[src/rtl/config_loader.sv]
// config_loader: header/payload word loader that streams weight or bias values to neural-network layers.
//
// Ports:
//   clk               single clock, rising edge
//   rst               asynchronous active-low reset
//   s_valid/s_data    host word stream (header or payload), s_ready accepts it
//   weightValid/Value one-cycle weight strobe and data
//   biasValid/Value   one-cycle bias strobe and data
//   config_layer_num  target layer of the current block, zero-extended
//   config_neuron_num target neuron of the current block, zero-extended
//   busy              block in progress
//   done              one-cycle pulse after the last strobe of a good block
//   err               sticky error (bad header or bad checksum), cleared by reset
//
// Optional feature: define CONFIG_LOADER_CHECKSUM_EN to require a trailing XOR
// checksum word after each block's payload.
module config_loader #(
    parameter int DATA_WIDTH = 16,
    parameter int CNT_WIDTH  = 10
) (
    input  logic                  clk,
    input  logic                  rst,
    input  logic                  s_valid,
    input  logic [31:0]           s_data,
    output logic                  s_ready,
    output logic                  weightValid,
    output logic                  biasValid,
    output logic [DATA_WIDTH-1:0] weightValue,
    output logic [DATA_WIDTH-1:0] biasValue,
    output logic [31:0]           config_layer_num,
    output logic [31:0]           config_neuron_num,
    output logic                  busy,
    output logic                  done,
    output logic                  err
);
`ifdef CONFIG_LOADER_CHECKSUM_EN
    typedef enum logic [1:0] {IDLE, LOAD, DONE, CHK} state_t;
    logic [DATA_WIDTH-1:0] csum;
`else
    typedef enum logic [1:0] {IDLE, LOAD, DONE} state_t;
`endif
    state_t               state;
    logic                 is_bias;
    logic [CNT_WIDTH-1:0] cnt;
    logic                 xfer;
    logic [3:0]           h_type;
    logic [CNT_WIDTH-1:0] h_cnt;
    logic                 hdr_ok;
    // s_ready is held low while rst is asserted and rises once it releases
    assign s_ready = rst && (state != DONE);
    assign xfer    = s_valid && s_ready;
    assign h_type  = s_data[31:28];
    assign h_cnt   = s_data[CNT_WIDTH-1:0];
    // bias blocks carry exactly one value
    assign hdr_ok  = (h_type == 4'd1 || h_type == 4'd2) && h_cnt != '0 &&
                     !(h_type == 4'd2 && h_cnt != CNT_WIDTH'(1));
    always_ff @(posedge clk or negedge rst) begin
        if (!rst) begin
            state             <= IDLE;
            is_bias           <= 1'b0;
            cnt               <= '0;
            weightValid       <= 1'b0;
            biasValid         <= 1'b0;
            weightValue       <= '0;
            biasValue         <= '0;
            config_layer_num  <= '0;
            config_neuron_num <= '0;
            busy              <= 1'b0;
            done              <= 1'b0;
            err               <= 1'b0;
`ifdef CONFIG_LOADER_CHECKSUM_EN
            csum              <= '0;
`endif
        end else begin
            weightValid <= 1'b0;
            biasValid   <= 1'b0;
            done        <= 1'b0;
            case (state)
                IDLE: if (xfer) begin
                    if (hdr_ok) begin
                        is_bias           <= h_type == 4'd2;
                        cnt               <= h_cnt;
                        config_layer_num  <= {24'd0, s_data[27:20]};
                        config_neuron_num <= {22'd0, s_data[19:10]};
                        busy              <= 1'b1;
                        state             <= LOAD;
`ifdef CONFIG_LOADER_CHECKSUM_EN
                        csum              <= '0;
`endif
                    end else begin
                        err <= 1'b1;
                    end
                end
                LOAD: if (xfer) begin
                    if (is_bias) begin
                        biasValid <= 1'b1;
                        biasValue <= s_data[DATA_WIDTH-1:0];
                    end else begin
                        weightValid <= 1'b1;
                        weightValue <= s_data[DATA_WIDTH-1:0];
                    end
                    cnt <= cnt - 1'b1;
`ifdef CONFIG_LOADER_CHECKSUM_EN
                    csum <= csum ^ s_data[DATA_WIDTH-1:0];
                    if (cnt == CNT_WIDTH'(1))
                        state <= CHK;
`else
                    if (cnt == CNT_WIDTH'(1))
                        state <= DONE;
`endif
                end
`ifdef CONFIG_LOADER_CHECKSUM_EN
                CHK: if (xfer) begin
                    if (s_data[DATA_WIDTH-1:0] == csum) begin
                        state <= DONE;
                    end else begin
                        err   <= 1'b1;
                        busy  <= 1'b0;
                        state <= IDLE;
                    end
                end
`endif
                DONE: begin
                    done  <= 1'b1;
                    busy  <= 1'b0;
                    state <= IDLE;
                end
                default: state <= IDLE;
            endcase
        end
    end
endmodule

[config.mk]
export PLATFORM = sky130hd
export DESIGN_NAME = config_loader
export DESIGN_NICKNAME = d
export VERILOG_FILES = /design/src/rtl/config_loader.sv
export SDC_FILE = /design/constraint.sdc
export NUM_CORES = 1
export LEC_CHECK = 0
export CORE_ASPECT_RATIO = 2
export CORE_MARGIN = 2
export CORE_UTILIZATION = 40
export DETAILED_ROUTE_END_ITERATION = 6
export PLACE_DENSITY = 0.84
export SLEW_MARGIN = 25
export SYNTH_ARGS = -nofsm -noshare
export SYNTH_HDL_FRONTEND = slang
export SYNTH_SLANG_ARGS = --single-unit
[constraint.sdc]
create_clock -name clk -period 2.1 [get_ports clk]
set_input_delay 0.21 -clock clk [delete_from_list [all_inputs] [get_ports clk]]
set_output_delay 0.21 -clock clk [all_outputs]
set_load 0.05 [all_outputs]
# After elaboration in Yosys (flattened, before gate mapping)
# Index checks and enable logic that the tools add are counted.
[totals] register_bits=68 out_inout_bits=102
[classes] muxes=19 n_reduce_logical=18 n_eq_ne=11 addsub=1 bitwise_logic=2
[op_table] op="$mux 10" count=3
[op_table] op="$pmux 10 s2" count=1
[op_table] op="$reduce_and 3->1" count=5
[op_table] op="$eq 10x1->1 const B" count=1
[op_table] op="$ne 10x1->1 const B" count=1
[op_table] op="$ne 2x2->1 const B" count=5
[op_table] op="$reduce_bool 10->1" count=1
[op_table] op="$sub 10x1->10 const B" count=1
[op_table] op="$mux 1" count=9
[op_table] op="$mux 2" count=4
[op_table] op="$reduce_and 4->1" count=2
[op_table] op="$logic_and 1x1->1" count=5
[op_table] op="$eq 4x1->1 const B" count=1
[op_table] op="$eq 4x2->1 const B" count=1
[op_table] op="$pmux 2 s2" count=1
[op_table] op="$reduce_bool 2->1" count=2
[op_table] op="$eq 2x1->1 const B" count=1
[op_table] op="$eq 2x2->1 const B" count=1
[op_table] op="$logic_not 2->1" count=1
[op_table] op="$not 1->1" count=2
[op_table] op="$pmux 1 s2" count=1
[op_table] op="$logic_not 1->1" count=1
[op_table] op="$logic_or 1x1->1" count=1

# Depth between registers and ports, before layout
[depth] depth_word=7 depth_mapped=7

# Least setup slack after synthesis
# OpenSTA, ideal clock, no wires.
[synth_path] kind="input to register" start="input s_data[29]" end="register config_layer_num[4]" required_time_ns=1.975 setup_slack_ns=0.115 path_stages=6 t_arrival_ns=1.860 path_cell_list="or4b_1 > a31o_1 > o21a_1 > or3_4 > buf_6 > mux2_4"
[synth_via] elab_chain_cells=5 word_cells_on_any_way=8
[synth_lines] item="start, declared" line="24" source="input logic [31:0] s_data,"
[synth_lines] item="$eq 4x1->1 or $eq 4x2->1 (tied branches)" line="55, 56"
[synth_lines] item="$logic_or 1x1->1 or $logic_and 1x1->1 (tied branches)" line="55, 56"
[synth_lines] item="$logic_and 1x1->1 or $logic_not 1->1 (tied branches)" line="55, 56"
[synth_lines] item="$logic_and 1x1->1 (*)" line="55" source="assign hdr_ok = (h_type == 4'd1 || h_type == 4'd2) && h_cnt != '0 &&"
[synth_lines] item="$reduce_and 3->1 (no line) (*)"
[synth_lines] item="end signal, assigned" line="83" source="config_layer_num <= {24'd0, s_data[27:20]};"
[synth_lines] item="end, declared" line="30" source="output logic [31:0] config_layer_num,"
# Mark *: on every way between the ends. The rest lies on a longest branch, timed or not.
# A chain may end at the register's enable or synchronous reset.

# Worst setup path in the final report
[layout_path] start="input s_data[29]" end="register config_layer_num[2]"
# Same word-level chain as after synthesis.

==> reports/metrics.csv <==
stage,metric,value,unit
logic_synthesis,Synth async-reset ratio,100.0,%
clocking,CTS Hold Buffers Added,0,
global_routing,GRT Util Overall,20.93,%
critical_path,slowest CP cell,or4b_4,
timing,pins over their slew limit,0,
critical_path,CP Capture Type,flop,
logic_synthesis,Synth Area in Compound Gates,7.619,%
global_routing,first-pass GRT wire length,13.74,mm
clocking,CTS Sinks,68,
routing,DRT antenna net count,0,
floorplanning,Initial Utilization,41.56,%
clocking,post-CTS setup buffer count,0,
routing,routed length per instance,17.22,µm
placement,Setup WS pre-CTS,-446.0,ps
logic_synthesis,"Top FF cell, synth",dfrtp_1,
clocking,clock buffer depth,2,
floorplanning,Die Width,68.23,µm
critical_path,CP Class,input port to flop,
timing,Hold Fails Final Rpt,0,
logic_synthesis,Mapped Area,3301,µm²
hold_path,hold crit path type,input port to asynchronous set/reset pin,
final_layout,share of cells above drive strength 1,27.61,%
logic_synthesis,syn avg cell area,12.32,µm²
floorplanning,Die Footprint,9038,µm²
placement,Buffers on Ports,90,
routing,Iteration-0 DRC Markers,103,
floorplanning,row count,46,
final_layout,multi-input logic area,1400,µm²
placement,gp weighted congestion,0.8778,
final_layout,Sequential cell area,1702,µm²
final_layout,Layout fillers,654,
logic_synthesis,xor-xnor portion of the synthesized cell area,0.2654,%
floorplanning,I/O pin total,137,
timing,headroom to the max-slew limit,42.51,%
logic_synthesis,"EDFF count, synth",0,
timing,Clock Skew,4.596,ps
pwr,total power,5.703,mW
job,MaxCap Viol Count,0,
critical_path,startpoint type of the worst setup path,input port,
timing,RSZ-0062 raised after global routing,no,
timing,worst-margin pin slew,862.3,ps
final_layout,final core utilization,59.23,%
outcome,outcome,"finished, final reports clean",
timing,Tmin final,2053,ps
logic_synthesis,Post-Synth Simple-Gate Area,7.619,%
final_layout,Final Non-Filler Cells,498,
global_routing,gr ovfl total,0,
routing,DR pass1 iterations,4,
logic_synthesis,largest family of logic cells by synthesized area,multiplexers,
floorplanning,DIE HEIGHT,132.5,µm
final_layout,area delta synth->final,42.53,%
pwr,Power Density,1212,nW/µm²
logic_synthesis,Yosys cell types,43,
timing,Setup Viol. Count Final,0,
pwr,Max IR drop VDD,0.7405,mV
clocking,CTS buffer count,9,
routing,Post-route DRC,0,
critical_path,"delay-heaviest family, CP",simple AND/OR/NAND/NOR gates,
global_routing,antenna violations before repair,0,
logic_synthesis,synthesized-area fraction occupied by adder cells,0.7582,%
logic_synthesis,multiplexer share of the synthesized area,19.75,%
final_layout,Final Instance Area,4705,µm²
timing,Fmax,0.4872,GHz
logic_synthesis,"Seq/Total Area, Yosys",51.55,%
placement,Placed Instance Area,4368,µm²
logic_synthesis,Post-Synthesis Cells,268,
routing,vias,2507,
logic_synthesis,post-synthesis register bit count,68,
routing,routed wire length,8.577,mm
routing,Via density,5.034,
logic_synthesis,Synth warnings,0,
global_routing,vias in the first global route,2739,
critical_path,number of buffers and inverters on the critical path,1,
placement,DPL Wire Length,6.092,mm
placement,placed cells,479,
critical_path,crit-path cells,clkdlybuf4s50_1 -> or4b_4 -> a31o_1 -> o21a_2 -> or3_4 -> mux2_4,
floorplanning,core area,7943,µm²
final_layout,# nets final,434,
critical_path,largest stage delay on the critical path,500,ps
critical_path,Worst EP required,2310,ps
clocking,"Clk Latency, worst-skew pair",330,ps
clocking,CTS tree,done,
clocking,H-tree depth,3,
critical_path,crit path max fanout,5,
timing,post-route setup slack,47.45,ps
clocking,clock-pin transition on the worst setup and hold timing paths,60,ps
final_layout,antenna cells,0,
timing,fin crit share,97.74,%
pwr,P_leak,2.208,nW
critical_path,CP arrival,2270,ps
global_routing,largest net degree at the start of global routing,69,
clocking,clk root buf,clkbuf_16,
==> routing by layer <==
layer	global-route usage [%]	share of wire, %
met4	12.67	5.5
met2	36.52	57
met5	0	0
met3	5.697	6.4
met1	20.82	31
==> through the flow <==
step	hold slack [ps]	setup TNS [ps]
finish	115.0	0
floorplan	-85.59	0
global route	197.9	0
detailed placement	484.2	-10720
CTS	169.5	0
global placement	457.3	-8812
==> where the power goes <==
group / switching (mW) / total (mW) / internal [mW]
combinational: 1.47 / 2.30 / 0.831
sequential: 0.254 / 1.89 / 1.64
clock: 0.586 / 1.51 / 0.924
total: 2.31 / 5.70 / 3.39
==> cell usage after synthesis (2+ instances only) <==
cell type / count / share of area (%)
buf_4: 46 / 10
nand3_1: 6 / 0.91
ha_1: 2 / 0.76
dfrtp_1: 68 / 52
nor3_1: 2 / 0.30
mux2_4: 18 / 8.2
buf_6: 2 / 0.68
clkbuf_1: 4 / 0.45
nor2b_1: 2 / 0.38
o31ai_1: 2 / 0.45
inv_1: 5 / 0.57
nand2_1: 7 / 0.80
or4_1: 2 / 0.45
o21ai_0: 10 / 1.5
nor4b_1: 3 / 0.80
a21oi_1: 12 / 1.8
a31oi_1: 3 / 0.57
a2bb2oi_1: 2 / 0.53
nand4_1: 2 / 0.38
mux2_2: 33 / 11
nor2_1: 13 / 1.5
o22ai_1: 2 / 0.38
o32ai_1: 2 / 0.53
==> logic make-up after synthesis <==
| kind of cell | Yosys count |
|---|---|
| DFF | 68 |
| buffers and inverters | 58 |
| muxes | 52 |
| and+or+nand+nor | 46 |
| AOI/OAI and AO/OA | 40 |
| adders and majority gates | 2 |
| other | 1 |
| xor gates and xnor gates | 1 |
==> flip-flops by register name (all words and copies together) (netlist names) <==
signal             flops
biasValue             16
weightValue           16
cnt                   10
config_neuron_num     10
config_layer_num       8
state                  2
biasValid              1
busy                   1
done                   1
err                    1
is_bias                1
weightValid            1
==> layout make-up <==
cell class,count,share of cell area [%]
multi-input combinational,190,29.76
tap,96,2.553
inverter,5,0.3989
sequential,68,36.17
clock buffer,9,4.787
clock inverter,7,1.622
timing repair buffer,123,24.71
==> worst paths after layout <==
check	start	cells past startpoint	end	slack, ps
max	s_data[29]	6	config_layer_num[2]	50
min	rst	2	biasValue[0]	110
max reg2reg	cnt[2]	5	cnt[7]	110
min reg2reg	err	1	err	490
max in group asynchronous	rst	2	weightValue[11]	1420
min in group clk	rst	4	state[1]	400
==> cell usage in the layout (no fill, tap or decap), types with 2 or more instances in the layout <==
cell	count
clkdlybuf4s50_1	85
dfrtp_1	68
conb_1	46
mux2_2	33
buf_4	32
mux2_4	18
nor2_1	13
a21oi_1	12
o21ai_0	10
clkbuf_16	9
nand2_1	7
nand3_1	6
inv_1	5
or3_4	4
nor4b_1	3
a31oi_1	3
dlygate4sd2_1	3
nor2b_1	2
nor3_1	2
nand4_1	2
or4_1	2
o22ai_1	2
o31ai_1	2
o32ai_1	2
a2bb2oi_1	2
ha_1	2
clkinvlp_4	2
clkinv_4	2
buf_12	2
==> what timing repair did <==
action | 4_1_cts | 5_1_grt
resized for setup | 7 | 1
gates cloned | 2 | 1
setup endpoints to repair | 20 | 13
pin swaps | 3 | 1
No activity file was read; power rests on OpenSTA's default activity.
==> RTL change: new RTL, same flow settings <==
Change the parameter `DATA_WIDTH` from 16 to 14.
--- a/src/rtl/config_loader.sv
+++ b/src/rtl/config_loader.sv
@@ -15,7 +15,7 @@
 // Optional feature: define CONFIG_LOADER_CHECKSUM_EN to require a trailing XOR
 // checksum word after each block's payload.
 module config_loader #(
-    parameter int DATA_WIDTH = 16,
+    parameter int DATA_WIDTH = 14,
     parameter int CNT_WIDTH  = 10
 ) (
     input  logic                  clk,
Ports: changed (resized biasValue and weightValue); port bits go from 137 to 133. The function was not compared with the original's and may differ.
==> RTL change against the unedited design <==
- via count down 3.7%
- wire length down 6.3%
- design area is 3.5% lower
- sequential cell count fell by 4
- final cell count fell by 2.0%
- setup slack improved by 0.086 ns
- total power decreased by 5.6%
- critical path depth up 1
- non-clock buffer count fell by 8
- die area shrank 1.7%
- synthesized area decreased by 1.7%
- largest cell class unchanged
==> RTL change: results (changes against the unedited design) <==
top cells by area in the synthesized netlist=sky130_fd_sc_hd__dfrtp_1 (49%), sky130_fd_sc_hd__buf_4 (11%), sky130_fd_sc_hd__mux2_2 (9.4%); standard cell area after detailed placement=4210 sq um (-3.7%); number of port buffers=86 (-4.4%); Final Non-Filler Cells=488 (-2.0%); met1 wire length=2750 um (+2.8%); Worst Path Class, Setup=register to register; Placed Cells incl. Taps=471 (-1.7%); transition at the pin with the smallest max-transition slack=0.760 ns (-0.102 ns); number of design-rule violations left by the first detailed-router iteration=85 (-17%); RePlAce Congestion=0.880 (+0.24%); Post-synth top cells=sky130_fd_sc_hd__dfrtp_1 (64), sky130_fd_sc_hd__buf_4 (46), sky130_fd_sc_hd__mux2_2 (27); leakage power figure=0.00217 uW (-1.5%); Max Clock Skew=0.00328 ns (-0.00132 ns); count of filler cells inserted in the layout=648 (-0.92%); setup slack, reg-to-reg=0.13 ns (+0.02 ns); HPWL after detailed placement=6030 um (-1.0%); via total after detailed routing=2414 (-3.7%); Hold/Removal Path Class=input pin to asynchronous set/reset pin; maximum number of pins on one net before global-route repair=57 (-17%); post-placement setup slack=-0.212 ns (+0.233 ns); beginning of the worst register-to-register path=cnt[1]$_DFFE_PN0P_; number of global-route vias before repair=2453 (-10%); overall global routing resource usage=19.2% (-1.7 points); Final Critical Period=1.97 ns (-0.0861 ns); number of nets at the end of the flow=424 (-2.3%); Async S/R FF share, synth=100% (unchanged); wire length of the first global-routing pass=12600 um (-8.0%); endpoint arrival time on the critical path=2.21 ns (-0.06 ns); Avg Cell Area, Syn=11.9 sq um (-3.2%); met3 wire len=548 um (-0.54%); maximum resistive drop on vdd=0.701 mV (-5.3%); outcome=completed; ratio of cells with drive above 1 in the final layout=26.0% (-1.6 points); biggest registers after layout=biasValue: 14 flops, weightValue: 14 flops
## RTL change: power breakdown
part / switching (uW) / internal (uW)
Sequential: 224 / 1500
Clock: 550 / 1040
Combinational: 1310 / 759
Total: 2080 / 3300
## RTL change: kinds of logic (layout without fill, tap and decap cells)
family / after synthesis / after routing / share of synthesized area (%)
flip-flops: 64 / 64 / 49.4
buffers and inverters: 61 / 136 / 13.0
AND/OR/NAND/NOR: 52 / 52 / 9.18
multiplexers: 49 / 49 / 19.1
AO/OA/AOI/OAI: 42 / 42 / 8.14
adder cells (fa/ha/maj): 2 / 2 / 0.771
other: 1 / 46 / 0.116
XOR/XNOR: 1 / 1 / 0.270
## RTL change: repair_timing
action                     CTS  global route
setup endpoints to repair    0             3
hold endpoints to repair     8             0
hold buffers                 1             0
gates resized for setup      0             2
## RTL change: critical path: stages, from the launching register on
cell	delay [ns]
sky130_fd_sc_hd__dfrtp_1	0.42
sky130_fd_sc_hd__inv_1	0.09
sky130_fd_sc_hd__ha_1	0.19
sky130_fd_sc_hd__or3b_1	0.42
sky130_fd_sc_hd__or2_1	0.28
sky130_fd_sc_hd__o31ai_1	0.21
sky130_fd_sc_hd__a31oi_1	0.12
sky130_fd_sc_hd__a21oi_1	0.15
## RTL change: metal layers
layer	GRT usage [%]	vias to the layer above
met3	4.45	21
met4	9.75	0
met5	0	-
li1	-	1099
met2	33.7	139
met1	20.2	1155
## RTL change: path summary, 6_finish.rpt
| kind | to | cells past startpoint |
|---|---|---|
| worst max-delay path | cnt[8]$_DFFE_PN0P_ | 7 |
| worst min-delay path | cnt[9]$_DFFE_PN0P_ | 3 |
| worst max register to register | cnt[8]$_DFFE_PN0P_ | 7 |
| worst min register to register | config_layer_num[0]$_DFFE_PN0P_ | 1 |
| max in group asynchronous | weightValue[7]$_DFFE_PN0P_ | 4 |
| min in group clk | config_layer_num[0]$_DFFE_PN0P_ | 2 |
## RTL change: area by class of cell
type / instances / area (sq um) / share of cell area (%)
clock inverter: 7 / 95.1 / 2.09
tap: 96 / 120 / 2.65
inverter: 5 / 18.8 / 0.413
clock buffer: 9 / 225 / 4.96
sequential: 64 / 1600 / 35.3
multi-input combinational: 192 / 1390 / 30.7
timing repair buffer: 115 / 1090 / 23.9
## RTL change: metrics by stage
stage	hold slack, ns	setup TNS [ns]	total power (uW)
final	0.423	0	5380
after global routing	0.435	0	5620
after CTS	0.418	0	5390
after detailed placement	0.177	-3.92	3780
after global placement	0.169	-2.73	3720
after floorplan	-0.0856	0	3140
